[src/rtl/gf180mcu_fd_sc_mcu7t5v0__nor_tree_pipe.sv]
// Pipelined wide-NOR reduction built from a tree of 4-input OR groups.
// Stage 1..LEVELS-1 are OR-group registers; the last OR group feeds the
// result stage directly, so the latency is LEVELS rising edges (with EN=1).
// The result stage supports plain/sticky NOR, a clear, and a saturating
// count of samples whose OR was 1.
module gf180mcu_fd_sc_mcu7t5v0__nor_tree_pipe #(
  parameter int WIDTH = 16,
  parameter int CNT_W = 8
) (
  input  logic             CLK,
  input  logic             RST,
  input  logic             EN,
  input  logic             VLD_I,
  input  logic [WIDTH-1:0] A,
  input  logic             MODE,
  input  logic             CLR,
  output logic             ZN,
  output logic             VLD_O,
  output logic [CNT_W-1:0] CNT
);

  // ceil(log4(w)) with a floor of 1; WIDTH never exceeds 4^4.
  function automatic int calc_levels(input int w);
    int lv;
    int cap;
    lv  = 1;
    cap = 4;
    for (int i = 0; i < 4; i++) begin
      if (cap < w) begin
        cap = cap * 4;
        lv  = lv + 1;
      end else begin
        cap = cap;
      end
    end
    return lv;
  endfunction

  localparam int LEVELS = calc_levels(WIDTH);
  localparam int PAD    = 1 << (2 * LEVELS);
  localparam logic [CNT_W-1:0] CNT_MAX = '1;
  localparam logic [CNT_W-1:0] CNT_ONE = CNT_W'(1'b1);

  // ORs every aligned group of 4 bits into the low PAD/4 bits; the rest are 0.
  function automatic logic [PAD-1:0] group_or(input logic [PAD-1:0] x);
    logic [PAD-1:0] y;
    y = '0;
    for (int g = 0; g < PAD / 4; g++) begin
      y[g] = |x[4*g +: 4];
    end
    return y;
  endfunction

  logic [PAD-1:0]   a_pad_s;
  logic             r_s;
  logic             rvld_s;
  logic             zn_base_s;
  logic [CNT_W-1:0] cnt_base_s;
  logic             zn_nxt_s;
  logic             vld_nxt_s;
  logic [CNT_W-1:0] cnt_nxt_s;

  // Zero-pad the data to a full 4-ary tree; zeros are neutral for OR.
  always_comb begin
    a_pad_s            = '0;
    a_pad_s[WIDTH-1:0] = A;
  end

  if (LEVELS == 1) begin : g_flat
    assign r_s    = |a_pad_s;
    assign rvld_s = VLD_I;
  end else begin : g_tree
    logic [PAD-1:0]    lvl_d_s [0:LEVELS-2];
    logic [PAD-1:0]    lvl_q_r [0:LEVELS-2];
    logic [LEVELS-2:0] lvl_v_r;

    // Next value for each registered tree level.
    always_comb begin
      lvl_d_s[0] = group_or(a_pad_s);
      for (int j = 1; j <= LEVELS - 2; j++) begin
        lvl_d_s[j] = group_or(lvl_q_r[j-1]);
      end
    end

    // Tree level registers with their valid bits; they hold while EN=0.
    always_ff @(posedge CLK) begin
      if (RST) begin
        for (int j = 0; j <= LEVELS - 2; j++) begin
          lvl_q_r[j] <= '0;
        end
        lvl_v_r <= '0;
      end else if (EN) begin
        lvl_q_r[0] <= lvl_d_s[0];
        lvl_v_r[0] <= VLD_I;
        for (int j = 1; j <= LEVELS - 2; j++) begin
          lvl_q_r[j] <= lvl_d_s[j];
          lvl_v_r[j] <= lvl_v_r[j-1];
        end
      end
    end

    // The last level holds four live bits; their OR is the final result.
    assign r_s    = |lvl_q_r[LEVELS-2];
    assign rvld_s = lvl_v_r[LEVELS-2];
  end

  // Result stage next state: clear first, then fold in a valid result.
  always_comb begin
    zn_base_s  = CLR ? 1'b1 : ZN;
    cnt_base_s = CLR ? '0 : CNT;
    zn_nxt_s   = zn_base_s;
    cnt_nxt_s  = cnt_base_s;
    vld_nxt_s  = VLD_O;
    if (EN) begin
      vld_nxt_s = rvld_s;
      if (rvld_s) begin
        if (MODE) begin
          zn_nxt_s = zn_base_s & ~r_s;
        end else begin
          zn_nxt_s = ~r_s;
        end
        if (r_s && (cnt_base_s != CNT_MAX)) begin
          cnt_nxt_s = cnt_base_s + CNT_ONE;
        end else begin
          cnt_nxt_s = cnt_base_s;
        end
      end else begin
        zn_nxt_s  = zn_base_s;
        cnt_nxt_s = cnt_base_s;
      end
    end else begin
      vld_nxt_s = VLD_O;
    end
  end

  // Registered outputs; CLR is honoured even while EN=0.
  always_ff @(posedge CLK) begin
    if (RST) begin
      ZN    <= 1'b1;
      VLD_O <= 1'b0;
      CNT   <= '0;
    end else begin
      ZN    <= zn_nxt_s;
      VLD_O <= vld_nxt_s;
      CNT   <= cnt_nxt_s;
    end
  end

endmodule

[config.mk]
export PLATFORM = sky130hd
export DESIGN_NAME = gf180mcu_fd_sc_mcu7t5v0__nor_tree_pipe
export DESIGN_NICKNAME = d
export VERILOG_FILES = /design/src/rtl/gf180mcu_fd_sc_mcu7t5v0__nor_tree_pipe.sv
export SDC_FILE = /design/constraint.sdc
export NUM_CORES = 1
export LEC_CHECK = 0
export ABC_AREA = 1
export CAP_MARGIN = 10
export CORE_UTILIZATION = 45
export CTS_CLUSTER_SIZE = 16
export DETAILED_ROUTE_END_ITERATION = 6
export PLACE_DENSITY = 0.9
export REMOVE_ABC_BUFFERS = 1
export SYNTH_ARGS = -nofsm -noshare
export SYNTH_HDL_FRONTEND = slang
export SYNTH_SLANG_ARGS = --single-unit
[constraint.sdc]
create_clock -name CLK -period 2.6 [get_ports CLK]
set_input_delay 0.52 -clock CLK [delete_from_list [all_inputs] [get_ports CLK]]
set_output_delay 0.52 -clock CLK [all_outputs]
set_load 0.02 [all_outputs]
==> flow_results.xml, run 1 <==
<?xml version="1.0" encoding="UTF-8"?>
<metrics>
  <group name="run_status">
    <metric name="status" unit="">finished, final reports clean</metric>
  </group>
  <group name="logic_synthesis">
    <metric name="synth.most_common_cell" unit="">nand2_1</metric>
    <metric name="ys_top_cells_by_count" unit="">26 x nand2_1, 19 x nor2_1, 11 x dfxtp_1, 11 x inv_1</metric>
    <metric name="synth_area_per_cell" unit="um2">7.74</metric>
    <metric name="ys_dominant_reg_cell" unit="">dfxtp_1</metric>
    <metric name="post_synth_instance_area" unit="um2">797</metric>
    <metric name="yosysWarningCount" unit="">0</metric>
    <metric name="netlist.top_cell.by_area" unit="">dfxtp_1</metric>
    <metric name="yosysSeqAreaShare" unit="%">42.7</metric>
    <metric name="netlist_cell_types" unit="">19</metric>
    <metric name="syn_inst" unit="">103</metric>
    <metric name="async_flop_share" unit="%">0</metric>
    <metric name="synth_largest_type_area_fraction" unit="%">27.6</metric>
    <metric name="synth-edff-count" unit="">4</metric>
    <metric name="synth.top_cells.by_area" unit="">dfxtp_1 28%, edfxtp_1 15%, nand2_1 12%</metric>
    <metric name="synth_seq_cells" unit="">15</metric>
  </group>
  <group name="detailed_routing">
    <metric name="drt_first_iter_violations" unit="">18</metric>
    <metric name="drc_violations_left" unit="">0</metric>
    <metric name="postRouteWirelength" unit="um">1890</metric>
    <metric name="drt_first_pass_iters" unit="">6</metric>
    <metric name="viasPerCell" unit="">5.07</metric>
    <metric name="ant_nets" unit="">0</metric>
    <metric name="wl_per_cell" unit="um">12.3</metric>
    <metric name="dr_total_vias" unit="">781</metric>
  </group>
  <group name="clock_tree">
    <metric name="postCtsSetupRepairBufs" unit="">0</metric>
    <metric name="cts_made_buffers" unit="">3</metric>
    <metric name="cts_tree" unit="">yes</metric>
    <metric name="cts.htree.levels" unit="">1</metric>
    <metric name="clk-insertion-delay-late" unit="ns">0.29</metric>
    <metric name="post_cts_hold_buffer_count" unit="">0</metric>
    <metric name="cts_resized" unit="">0</metric>
    <metric name="clk_pin_slew" unit="ns">0.09</metric>
    <metric name="cts.sinks" unit="">15</metric>
    <metric name="cts_buffer_depth" unit="">2</metric>
    <metric name="cts-root-buf" unit="">clkbuf_4</metric>
  </group>
  <group name="timing">
    <metric name="rsz0062_at_grt" unit="">no</metric>
    <metric name="fin_crit" unit="ns">1.87</metric>
    <metric name="hold_violations" unit="">0</metric>
    <metric name="finalSetupTns" unit="ns">0</metric>
    <metric name="setup-violations-final" unit="">0</metric>
    <metric name="fin_hold_ws" unit="ns">0.471</metric>
    <metric name="maxClockFrequency" unit="GHz">0.536</metric>
    <metric name="timing.max_slew.rel_slack" unit="%">79.7</metric>
    <metric name="slew_viol_final" unit="">0</metric>
    <metric name="timing.clock.skew" unit="ns">0.00281</metric>
    <metric name="timing_worst_slew_pin_value" unit="ns">0.301</metric>
    <metric name="fin_crit_sh" unit="%">71.7</metric>
  </group>
  <group name="global_routing">
    <metric name="grt_pass1_vias" unit="">766</metric>
    <metric name="pin_count_of_the_biggest_net_entering_global_routing" unit="">11</metric>
    <metric name="grt_antenna_before_repair" unit="">0</metric>
    <metric name="grt_pass1_wl" unit="um">3190</metric>
    <metric name="grtUsageTotal" unit="%">22.8</metric>
    <metric name="grt_remaining_overflow" unit="">0</metric>
  </group>
  <group name="setup_path">
    <metric name="cp_cell_sequence" unit="">clkdlybuf4s50_1</metric>
    <metric name="cp.buffers_inverters" unit="">1</metric>
    <metric name="critPathKind" unit="">reg -&gt; out</metric>
    <metric name="timing.critical_path.fanout_max" unit="">5</metric>
    <metric name="worstPathRequired" unit="ns">2.08</metric>
    <metric name="worst_path_max_delay_cell" unit="">clkdlybuf4s50_1</metric>
    <metric name="path_delay_family" unit="">buffers and inverters</metric>
    <metric name="worstPathArrival" unit="ns">1.35</metric>
    <metric name="cp-end-kind" unit="">output port</metric>
    <metric name="timing.critical_path.from_type" unit="">flip-flop</metric>
    <metric name="cp_slowest_stage_delay" unit="ns">0.64</metric>
  </group>
  <group name="layout">
    <metric name="fin_area" unit="um2">1150</metric>
    <metric name="layout-drive-gt1-share" unit="%">15.2</metric>
    <metric name="layout-area-overhead-vs-synth" unit="%">44.7</metric>
    <metric name="layout.nets" unit="">161</metric>
    <metric name="n_fill_cell" unit="">125</metric>
    <metric name="antenna_cells" unit="">0</metric>
  </group>
  <group name="floorplanning">
    <metric name="core" unit="um2">1580</metric>
    <metric name="die_w" unit="um">44.1</metric>
    <metric name="die_area" unit="um2">1940</metric>
    <metric name="initial_core_util" unit="%">50.6</metric>
    <metric name="die_height" unit="um">44.1</metric>
    <metric name="core.rowCount" unit="">14</metric>
    <metric name="boundaryPins" unit="">32</metric>
  </group>
  <group name="placed_design">
    <metric name="globalplace.congestion" unit="">0.814</metric>
    <metric name="place_hpwl" unit="um">1510</metric>
    <metric name="detailed_place.area" unit="um2">1130</metric>
    <metric name="port_buffers" unit="">31</metric>
  </group>
  <group name="run">
    <metric name="cap_viol_max_count" unit="">0</metric>
  </group>
  <group name="worst_hold_path">
    <metric name="hp-class" unit="">reg -&gt; reg</metric>
  </group>
  <group name="power">
    <metric name="vdd_drop_max" unit="mV">0.391</metric>
    <metric name="static_leakage_power" unit="nW">0.437</metric>
    <metric name="cellPowerDensity" unit="nW/um2">389</metric>
  </group>
</metrics>
## per-layer routing
layer / up-vias / routed length [um] / track usage [%]
met1: 361 / 815 / 26.8
met4: 0 / 31 / 10.9
met3: 4 / 74 / 5.71
li1: 401 / - / -
met5: - / 0 / 0
met2: 15 / 973 / 38.8
## registers in the layout, indices dropped and copies added, names as in the netlist
signal / flops
g_tree.lvl_v_r: 1
ZN: 1
g_tree.lvl_q_r: 4
VLD_O: 1
CNT: 8
## through the flow
step	std cells	utilization [%]	setup slack [ns]	total power [W]
after CTS	154	73.2	0.724	0.000452
after global placement	150	71.5	0.599	0.000318
final	154	73.2	0.735	0.000449
after global routing	154	73.2	0.683	0.000465
after detailed placement	150	71.5	0.536	0.000321
after floorplan	103	-	1.30	0.000278
## cell families (layout without fill, tap and decap cells)
kind of cell | Yosys count | count (layout) | synth area share, %
flip-flops | 15 | 15 | 42.7
AO/OA/AOI/OAI | 8 | 8 | 7.06
AND/OR/NAND/NOR | 66 | 66 | 43.6
buffers and inverters | 14 | 49 | 6.59
## cell usage in the layout, fill, tap and decap left out, drive strengths merged
cell           count
clkdlybuf4s50     31
nand2             29
nor2              23
inv               12
dfxtp             11
nand3              8
a21oi              7
nor4               5
edfxtp             4
clkbuf             4
clkinv             2
nand4              1
a31oi              1
## where the power goes
part / internal [W] / total [W] / switching [W]
combinational: 0.0000368 / 0.0000646 / 0.0000278
clock: 0.0000597 / 0.000133 / 0.0000737
sequential: 0.000248 / 0.000251 / 0.00000291
total: 0.000345 / 0.000449 / 0.000104
## layout make-up
type                    instances  area (um2)  area share (%)
well taps                      16        20.0            1.74
repair buffers                 31         310            26.9
multi-input cells              74         404            35.0
flip-flops and latches         15         340            29.5
inverters                      14        52.6            4.56
clock buffers                   4        26.3            2.28
## worst paths after layout
kind / start / to / slack, ns / cells after the start
hold / removal: VLD_O$_SDFFE_PP0P_ / VLD_O$_SDFFE_PP0P_ / 0.47 / 2
setup / recovery: CNT[2]$_SDFF_PP0_ / CNT[2] / 0.73 / 1
hold reg to reg: VLD_O$_SDFFE_PP0P_ / VLD_O$_SDFFE_PP0P_ / 0.47 / 2
setup reg to reg: CNT[4]$_SDFF_PP0_ / CNT[7]$_SDFF_PP0_ / 1.32 / 9
No activity file was read; power rests on OpenSTA's default activity.
==> inputs of run 2 (changes only) <==
--- a/config.mk
+++ b/config.mk
@@ -7,10 +7,10 @@
 export LEC_CHECK = 0
 export ABC_AREA = 1
 export CAP_MARGIN = 10
-export CORE_UTILIZATION = 45
+export CORE_UTILIZATION = 37
 export CTS_CLUSTER_SIZE = 16
 export DETAILED_ROUTE_END_ITERATION = 6
-export PLACE_DENSITY = 0.9
+export PLACE_DENSITY = 0.8
 export REMOVE_ABC_BUFFERS = 1
 export SYNTH_ARGS = -nofsm -noshare
 export SYNTH_HDL_FRONTEND = slang
==> constraint.sdc (replaced) <==
create_clock -name CLK -period 1.6 [get_ports CLK]
set_input_delay 0.32 -clock CLK [delete_from_list [all_inputs] [get_ports CLK]]
set_output_delay 0.32 -clock CLK [all_outputs]
set_load 0.02 [all_outputs]
==> flow_results.xml, run 2 (synthesized netlist as in run 1, its figures left out) <==
<?xml version="1.0" encoding="UTF-8"?>
<metrics>
  <group name="run_status">
    <metric name="status" unit="">finished, final reports clean</metric>
  </group>
  <group name="clock_tree">
    <metric name="cts.sinks" unit="">15</metric>
    <metric name="cts-root-buf" unit="">clkbuf_4</metric>
    <metric name="cts_resized" unit="">4</metric>
    <metric name="postCtsSetupRepairBufs" unit="">0</metric>
    <metric name="post_cts_hold_buffer_count" unit="">0</metric>
    <metric name="cts.htree.levels" unit="">1</metric>
    <metric name="cts_buffer_depth" unit="">2</metric>
    <metric name="cts_made_buffers" unit="">3</metric>
    <metric name="clk-insertion-delay-late" unit="ns">0.29</metric>
    <metric name="clk_pin_slew" unit="ns">0.08</metric>
    <metric name="cts_tree" unit="">yes</metric>
  </group>
  <group name="setup_path">
    <metric name="timing.critical_path.from_type" unit="">flip-flop</metric>
    <metric name="worstPathArrival" unit="ns">1.24</metric>
    <metric name="worst_path_max_delay_cell" unit="">clkdlybuf4s50_1</metric>
    <metric name="cp-end-kind" unit="">output port</metric>
    <metric name="timing.critical_path.fanout_max" unit="">2</metric>
    <metric name="path_delay_family" unit="">buffers and inverters</metric>
    <metric name="cp_cell_sequence" unit="">clkdlybuf4s50_1</metric>
    <metric name="cp_slowest_stage_delay" unit="ns">0.62</metric>
    <metric name="critPathKind" unit="">reg -&gt; out</metric>
    <metric name="worstPathRequired" unit="ns">1.28</metric>
    <metric name="cp.buffers_inverters" unit="">1</metric>
  </group>
  <group name="timing">
    <metric name="rsz0062_at_grt" unit="">no</metric>
    <metric name="timing.clock.skew" unit="ns">0.00548</metric>
    <metric name="timing_worst_slew_pin_value" unit="ns">0.289</metric>
    <metric name="slew_viol_final" unit="">0</metric>
    <metric name="maxClockFrequency" unit="GHz">0.642</metric>
    <metric name="timing.max_slew.rel_slack" unit="%">80.5</metric>
    <metric name="fin_crit_sh" unit="%">97.3</metric>
    <metric name="fin_hold_ws" unit="ns">0.468</metric>
    <metric name="fin_crit" unit="ns">1.56</metric>
    <metric name="hold_violations" unit="">0</metric>
    <metric name="setup-violations-final" unit="">0</metric>
  </group>
  <group name="layout">
    <metric name="largest_register" unit="">CNT</metric>
    <metric name="commonest_cells_after_routing_fill_and_taps_aside" unit="">26 x nand2_1, 24 x clkdlybuf4s50_1, 19 x nor2_1, 11 x dfxtp_1, 11 x inv_1</metric>
    <metric name="layout-area-overhead-vs-synth" unit="%">55.3</metric>
    <metric name="fin_area" unit="um2">1240</metric>
    <metric name="layout.nets" unit="">170</metric>
    <metric name="antenna_cells" unit="">0</metric>
    <metric name="n_fill_cell" unit="">178</metric>
    <metric name="mostFrequentLayoutCell" unit="">nand2_1</metric>
    <metric name="reg_top3" unit="">CNT (8), g_tree.lvl_q_r (4)</metric>
    <metric name="layout-drive-gt1-share" unit="%">20.4</metric>
    <metric name="largest_register_ffs" unit="">8</metric>
  </group>
  <group name="global_routing">
    <metric name="grt_pass1_wl" unit="um">3310</metric>
    <metric name="grtUsageTotal" unit="%">18.2</metric>
    <metric name="grt_pass1_vias" unit="">748</metric>
    <metric name="grt_remaining_overflow" unit="">0</metric>
    <metric name="grt_antenna_before_repair" unit="">0</metric>
    <metric name="pin_count_of_the_biggest_net_entering_global_routing" unit="">9</metric>
  </group>
  <group name="worst_hold_path">
    <metric name="hp-class" unit="">reg -&gt; reg</metric>
  </group>
  <group name="detailed_routing">
    <metric name="ant_nets" unit="">0</metric>
    <metric name="dr_total_vias" unit="">792</metric>
    <metric name="wire_length_the_detailed_router_placed_on_met1" unit="um">900</metric>
    <metric name="postRouteWirelength" unit="um">1940</metric>
    <metric name="drt_first_iter_violations" unit="">9</metric>
    <metric name="viasPerCell" unit="">4.55</metric>
    <metric name="drt_first_pass_iters" unit="">4</metric>
    <metric name="routed-wl-met3" unit="um">55</metric>
    <metric name="wl_per_cell" unit="um">11.2</metric>
    <metric name="route.met2.wl" unit="um">969</metric>
    <metric name="drc_violations_left" unit="">0</metric>
    <metric name="highest-signal-layer" unit="">met4</metric>
  </group>
  <group name="power">
    <metric name="finalPower" unit="W">0.000740</metric>
    <metric name="static_leakage_power" unit="nW">0.556</metric>
    <metric name="cellPowerDensity" unit="nW/um2">598</metric>
    <metric name="vdd_drop_max" unit="mV">0.387</metric>
  </group>
  <group name="floorplanning">
    <metric name="die_area" unit="um2">2340</metric>
    <metric name="core" unit="um2">2000</metric>
    <metric name="die_w" unit="um">48.4</metric>
    <metric name="boundaryPins" unit="">32</metric>
    <metric name="die_height" unit="um">48.4</metric>
    <metric name="core.rowCount" unit="">16</metric>
    <metric name="initial_core_util" unit="%">39.8</metric>
  </group>
  <group name="placed_design">
    <metric name="globalplace.congestion" unit="">0.781</metric>
    <metric name="detailed_place.area" unit="um2">1210</metric>
    <metric name="place_hpwl" unit="um">1630</metric>
    <metric name="port_buffers" unit="">31</metric>
  </group>
  <group name="run">
    <metric name="cap_viol_max_count" unit="">0</metric>
  </group>
</metrics>
==> run 2: changes by cell type in the layout (fill, tap and decap cells not counted), sizes merged <==
cell	delta
buf	+9
clkdlybuf4s50	-7
dlygate4sd2	+4
dlymetal6s2s	+3
==> run 2: through the flow <==
step | util, % | std cells | setup slack [ns] | setup TNS (ns)
6_report | 61.8 | 174 | 0.0430 | 0
5_1_grt | 61.8 | 174 | 0.0168 | 0
4_1_cts | 61.4 | 174 | 0.00526 | 0
3_5_place_dp | 60.4 | 170 | -0.0779 | -0.325
3_3_place_gp | 60.4 | 170 | -0.0139 | -0.0287
2_1_floorplan | - | 103 | 0.363 | 0
==> run 2: path summary, 6_finish.rpt <==
check	start	endpoint	slack (ns)	depth (start not counted)
worst max-delay path	ZN$_SDFF_PP1_	ZN	0.04	1
worst min-delay path	VLD_O$_SDFFE_PP0P_	VLD_O$_SDFFE_PP0P_	0.47	2
worst max register to register	g_tree.lvl_q_r[0][1]$_SDFFCE_PN0P_	CNT[6]$_SDFF_PP0_	0.34	8
worst min register to register	VLD_O$_SDFFE_PP0P_	VLD_O$_SDFFE_PP0P_	0.47	2
==> run 2: final cells by class <==
cell class              instances  area (um2)  share of cell area [%]
multi-input cells              74         404                    32.7
repair buffers                 40         380                    30.7
flip-flops and latches         15         340                    27.5
inverters                      14        52.6                    4.25
well taps                      27        33.8                    2.73
clock buffers                   4        26.3                    2.12
==> run 2: per-layer routing <==
metal	vias up	GRT usage, %
li1	419	-
met1	359	22.3
met2	11	30.8
met3	3	4.40
met4	0	6.86
met5	-	0
==> run 2: power by group <==
part           switching, W  internal [W]  total, W
Sequential       0.00000508      0.000403  0.000408
Clock              0.000117     0.0000970  0.000214
Combinational     0.0000471     0.0000705  0.000118
Total              0.000169      0.000571  0.000740
==> inputs of run 3 (changes only) <==
--- a/config.mk
+++ b/config.mk
@@ -7,7 +7,9 @@
 export LEC_CHECK = 0
 export ABC_AREA = 1
 export CAP_MARGIN = 10
-export CORE_UTILIZATION = 37
+export CELL_PAD_IN_SITES_DETAIL_PLACEMENT = 0
+export CELL_PAD_IN_SITES_GLOBAL_PLACEMENT = 1
+export CORE_UTILIZATION = 26
 export CTS_CLUSTER_SIZE = 16
 export DETAILED_ROUTE_END_ITERATION = 6
 export PLACE_DENSITY = 0.8
==> flow_results.xml, run 3 (synthesized netlist as in run 1, its figures left out) <==
<?xml version="1.0" encoding="UTF-8"?>
<metrics>
  <group name="setup_path">
    <metric name="timing.critical_path.from_type" unit="">flip-flop</metric>
    <metric name="cp_slowest_stage_delay" unit="ns">0.60</metric>
    <metric name="cp-end-kind" unit="">output port</metric>
    <metric name="timing.critical_path.fanout_max" unit="">2</metric>
    <metric name="worst_path_max_delay_cell" unit="">clkdlybuf4s50_1</metric>
    <metric name="cp.buffers_inverters" unit="">1</metric>
    <metric name="worstPathArrival" unit="ns">1.21</metric>
    <metric name="worstPathRequired" unit="ns">1.28</metric>
    <metric name="critPathLaunch" unit="">CNT[4]$_SDFF_PP0_</metric>
    <metric name="path_delay_family" unit="">buffers and inverters</metric>
    <metric name="cp_cell_sequence" unit="">clkdlybuf4s50_1</metric>
    <metric name="critPathKind" unit="">reg -&gt; out</metric>
    <metric name="r2r_start" unit="">g_tree.lvl_q_r[0][3]$_SDFFCE_PN0P_</metric>
  </group>
  <group name="timing">
    <metric name="finalSetupTns" unit="ns">0</metric>
    <metric name="setup_slack" unit="ns">0.0659</metric>
    <metric name="fin_crit_sh" unit="%">95.9</metric>
    <metric name="hold_violations" unit="">0</metric>
    <metric name="setup-violations-final" unit="">0</metric>
    <metric name="slew_viol_final" unit="">0</metric>
    <metric name="fin_hold_ws" unit="ns">0.469</metric>
    <metric name="timing.clock.skew" unit="ns">0.0129</metric>
    <metric name="timing.max_slew.rel_slack" unit="%">83.7</metric>
    <metric name="timing_worst_slew_pin_value" unit="ns">0.242</metric>
    <metric name="rsz0062_at_grt" unit="">no</metric>
    <metric name="maxClockFrequency" unit="GHz">0.652</metric>
    <metric name="fin_crit" unit="ns">1.53</metric>
  </group>
  <group name="layout">
    <metric name="reg_top3" unit="">CNT (8), g_tree.lvl_q_r (4)</metric>
    <metric name="layout-drive-gt1-share" unit="%">21.6</metric>
    <metric name="multi_input_area" unit="um2">404</metric>
    <metric name="layout-area-overhead-vs-synth" unit="%">56.7</metric>
    <metric name="antenna_cells" unit="">0</metric>
    <metric name="layout.nets" unit="">171</metric>
    <metric name="mostFrequentLayoutCell" unit="">nand2_1</metric>
    <metric name="commonest_cells_after_routing_fill_and_taps_aside" unit="">26 x nand2_1, 22 x clkdlybuf4s50_1, 19 x nor2_1, 11 x dfxtp_1, 11 x inv_1</metric>
    <metric name="largest_register" unit="">CNT</metric>
    <metric name="largest_register_ffs" unit="">8</metric>
    <metric name="n_fill_cell" unit="">283</metric>
    <metric name="sequential_cell_area" unit="um2">340</metric>
  </group>
  <group name="worst_hold_path">
    <metric name="start_point_of_the_worst_hold_path" unit="">VLD_O$_SDFFE_PP0P_</metric>
    <metric name="hp-class" unit="">reg -&gt; reg</metric>
  </group>
  <group name="placed_design">
    <metric name="dpl_worst_slack" unit="ns">-0.0450</metric>
    <metric name="port_buffers" unit="">31</metric>
    <metric name="globalplace.congestion" unit="">0.769</metric>
    <metric name="place_hpwl" unit="um">1520</metric>
  </group>
  <group name="detailed_routing">
    <metric name="highest-signal-layer" unit="">met4</metric>
    <metric name="ant_nets" unit="">0</metric>
    <metric name="postRouteWirelength" unit="um">1810</metric>
    <metric name="drt_first_pass_iters" unit="">4</metric>
    <metric name="wl_per_cell" unit="um">10.1</metric>
    <metric name="viasPerCell" unit="">4.53</metric>
    <metric name="dr_total_vias" unit="">810</metric>
    <metric name="routed-wl-met3" unit="um">172</metric>
    <metric name="drc_violations_left" unit="">0</metric>
    <metric name="wire_length_the_detailed_router_placed_on_met1" unit="um">760</metric>
    <metric name="route.met2.wl" unit="um">795</metric>
    <metric name="drt_first_iter_violations" unit="">17</metric>
  </group>
  <group name="floorplanning">
    <metric name="die_area" unit="um2">3290</metric>
    <metric name="boundaryPins" unit="">32</metric>
    <metric name="core.rowCount" unit="">19</metric>
    <metric name="initial_core_util" unit="%">28.2</metric>
    <metric name="core" unit="um2">2830</metric>
    <metric name="die_height" unit="um">57.4</metric>
    <metric name="die_w" unit="um">57.4</metric>
  </group>
  <group name="clock_tree">
    <metric name="clk_pin_slew" unit="ns">0.10</metric>
    <metric name="cts_tree" unit="">yes</metric>
    <metric name="post_cts_hold_buffer_count" unit="">0</metric>
    <metric name="cts_made_buffers" unit="">3</metric>
    <metric name="cts-root-buf" unit="">clkbuf_4</metric>
    <metric name="cts.htree.levels" unit="">1</metric>
    <metric name="clk-insertion-delay-late" unit="ns">0.30</metric>
    <metric name="cts.sinks" unit="">15</metric>
    <metric name="cts_buffer_depth" unit="">2</metric>
  </group>
  <group name="power">
    <metric name="vdd_drop_max" unit="mV">0.219</metric>
    <metric name="static_leakage_power" unit="nW">0.554</metric>
    <metric name="cellPowerDensity" unit="nW/um2">600</metric>
    <metric name="finalPower" unit="W">0.000749</metric>
  </group>
  <group name="global_routing">
    <metric name="grt_pass1_wl" unit="um">3030</metric>
    <metric name="grt_antenna_before_repair" unit="">0</metric>
    <metric name="grt_remaining_overflow" unit="">0</metric>
    <metric name="grtUsageTotal" unit="%">12.4</metric>
    <metric name="grt_pass1_vias" unit="">749</metric>
    <metric name="pin_count_of_the_biggest_net_entering_global_routing" unit="">10</metric>
  </group>
  <group name="run">
    <metric name="cap_viol_max_count" unit="">0</metric>
  </group>
  <group name="run_status">
    <metric name="status" unit="">finished, final reports clean</metric>
  </group>
</metrics>
==> run 3: per-layer routing <==
layer	vias to the layer above	GRT usage (%)
met2	39	18.6
met5	-	0
met1	343	14.0
met3	8	4.54
met4	0	10.5
li1	420	-
==> run 3: layout make-up <==
cell class	count	share of cell area, %
tap	31	3.11
clock buffer	3	1.80
multi-input combinational	74	32.4
timing repair buffer	41	30.9
clock inverter	1	0.401
sequential	15	27.3
inverter	14	4.21
==> run 3: final timing paths <==
| check | endpoint | slack [ns] | cells after the start |
|---|---|---|---|
| worst max register to register | CNT[3]$_SDFF_PP0_ | 0.41 | 7 |
| worst min register to register | VLD_O$_SDFFE_PP0P_ | 0.47 | 2 |
| worst max-delay path | CNT[4] | 0.07 | 1 |
| worst min-delay path | VLD_O$_SDFFE_PP0P_ | 0.47 | 2 |
==> run 3: report_power, final <==
group	switching [W]	total, W	internal, W
clock network	0.000131	0.000224	0.0000931
logic	0.0000453	0.000116	0.0000707
registers	0.00000527	0.000409	0.000403
total	0.000182	0.000749	0.000567
==> run 3: through the flow <==
step | instance area [um2] | util [%] | std cells
2_1_floorplan | 797 | - | 103
3_3_place_gp | 1220 | 43.2 | 175
3_5_place_dp | 1220 | 43.2 | 175
4_1_cts | 1240 | 43.9 | 179
5_1_grt | 1250 | 44.1 | 179
6_report | 1250 | 44.1 | 179
==> run 3: worst register-to-register path, delay by kind of cell, from the launching register on <==
kind | cells | cell delay, ns
and+or+nand+nor | 6 | 0.73
AOI/OAI and AO/OA | 1 | 0.03
DFF | 1 | 0.34
==> run 3: repair_timing <==
item / in CTS / in global routing
buffers inserted: 0 / 0
pin swaps: 0 / 0
setup endpoints to repair: 6 / 3
gates resized for setup: 6 / 3
gates cloned: 0 / 0
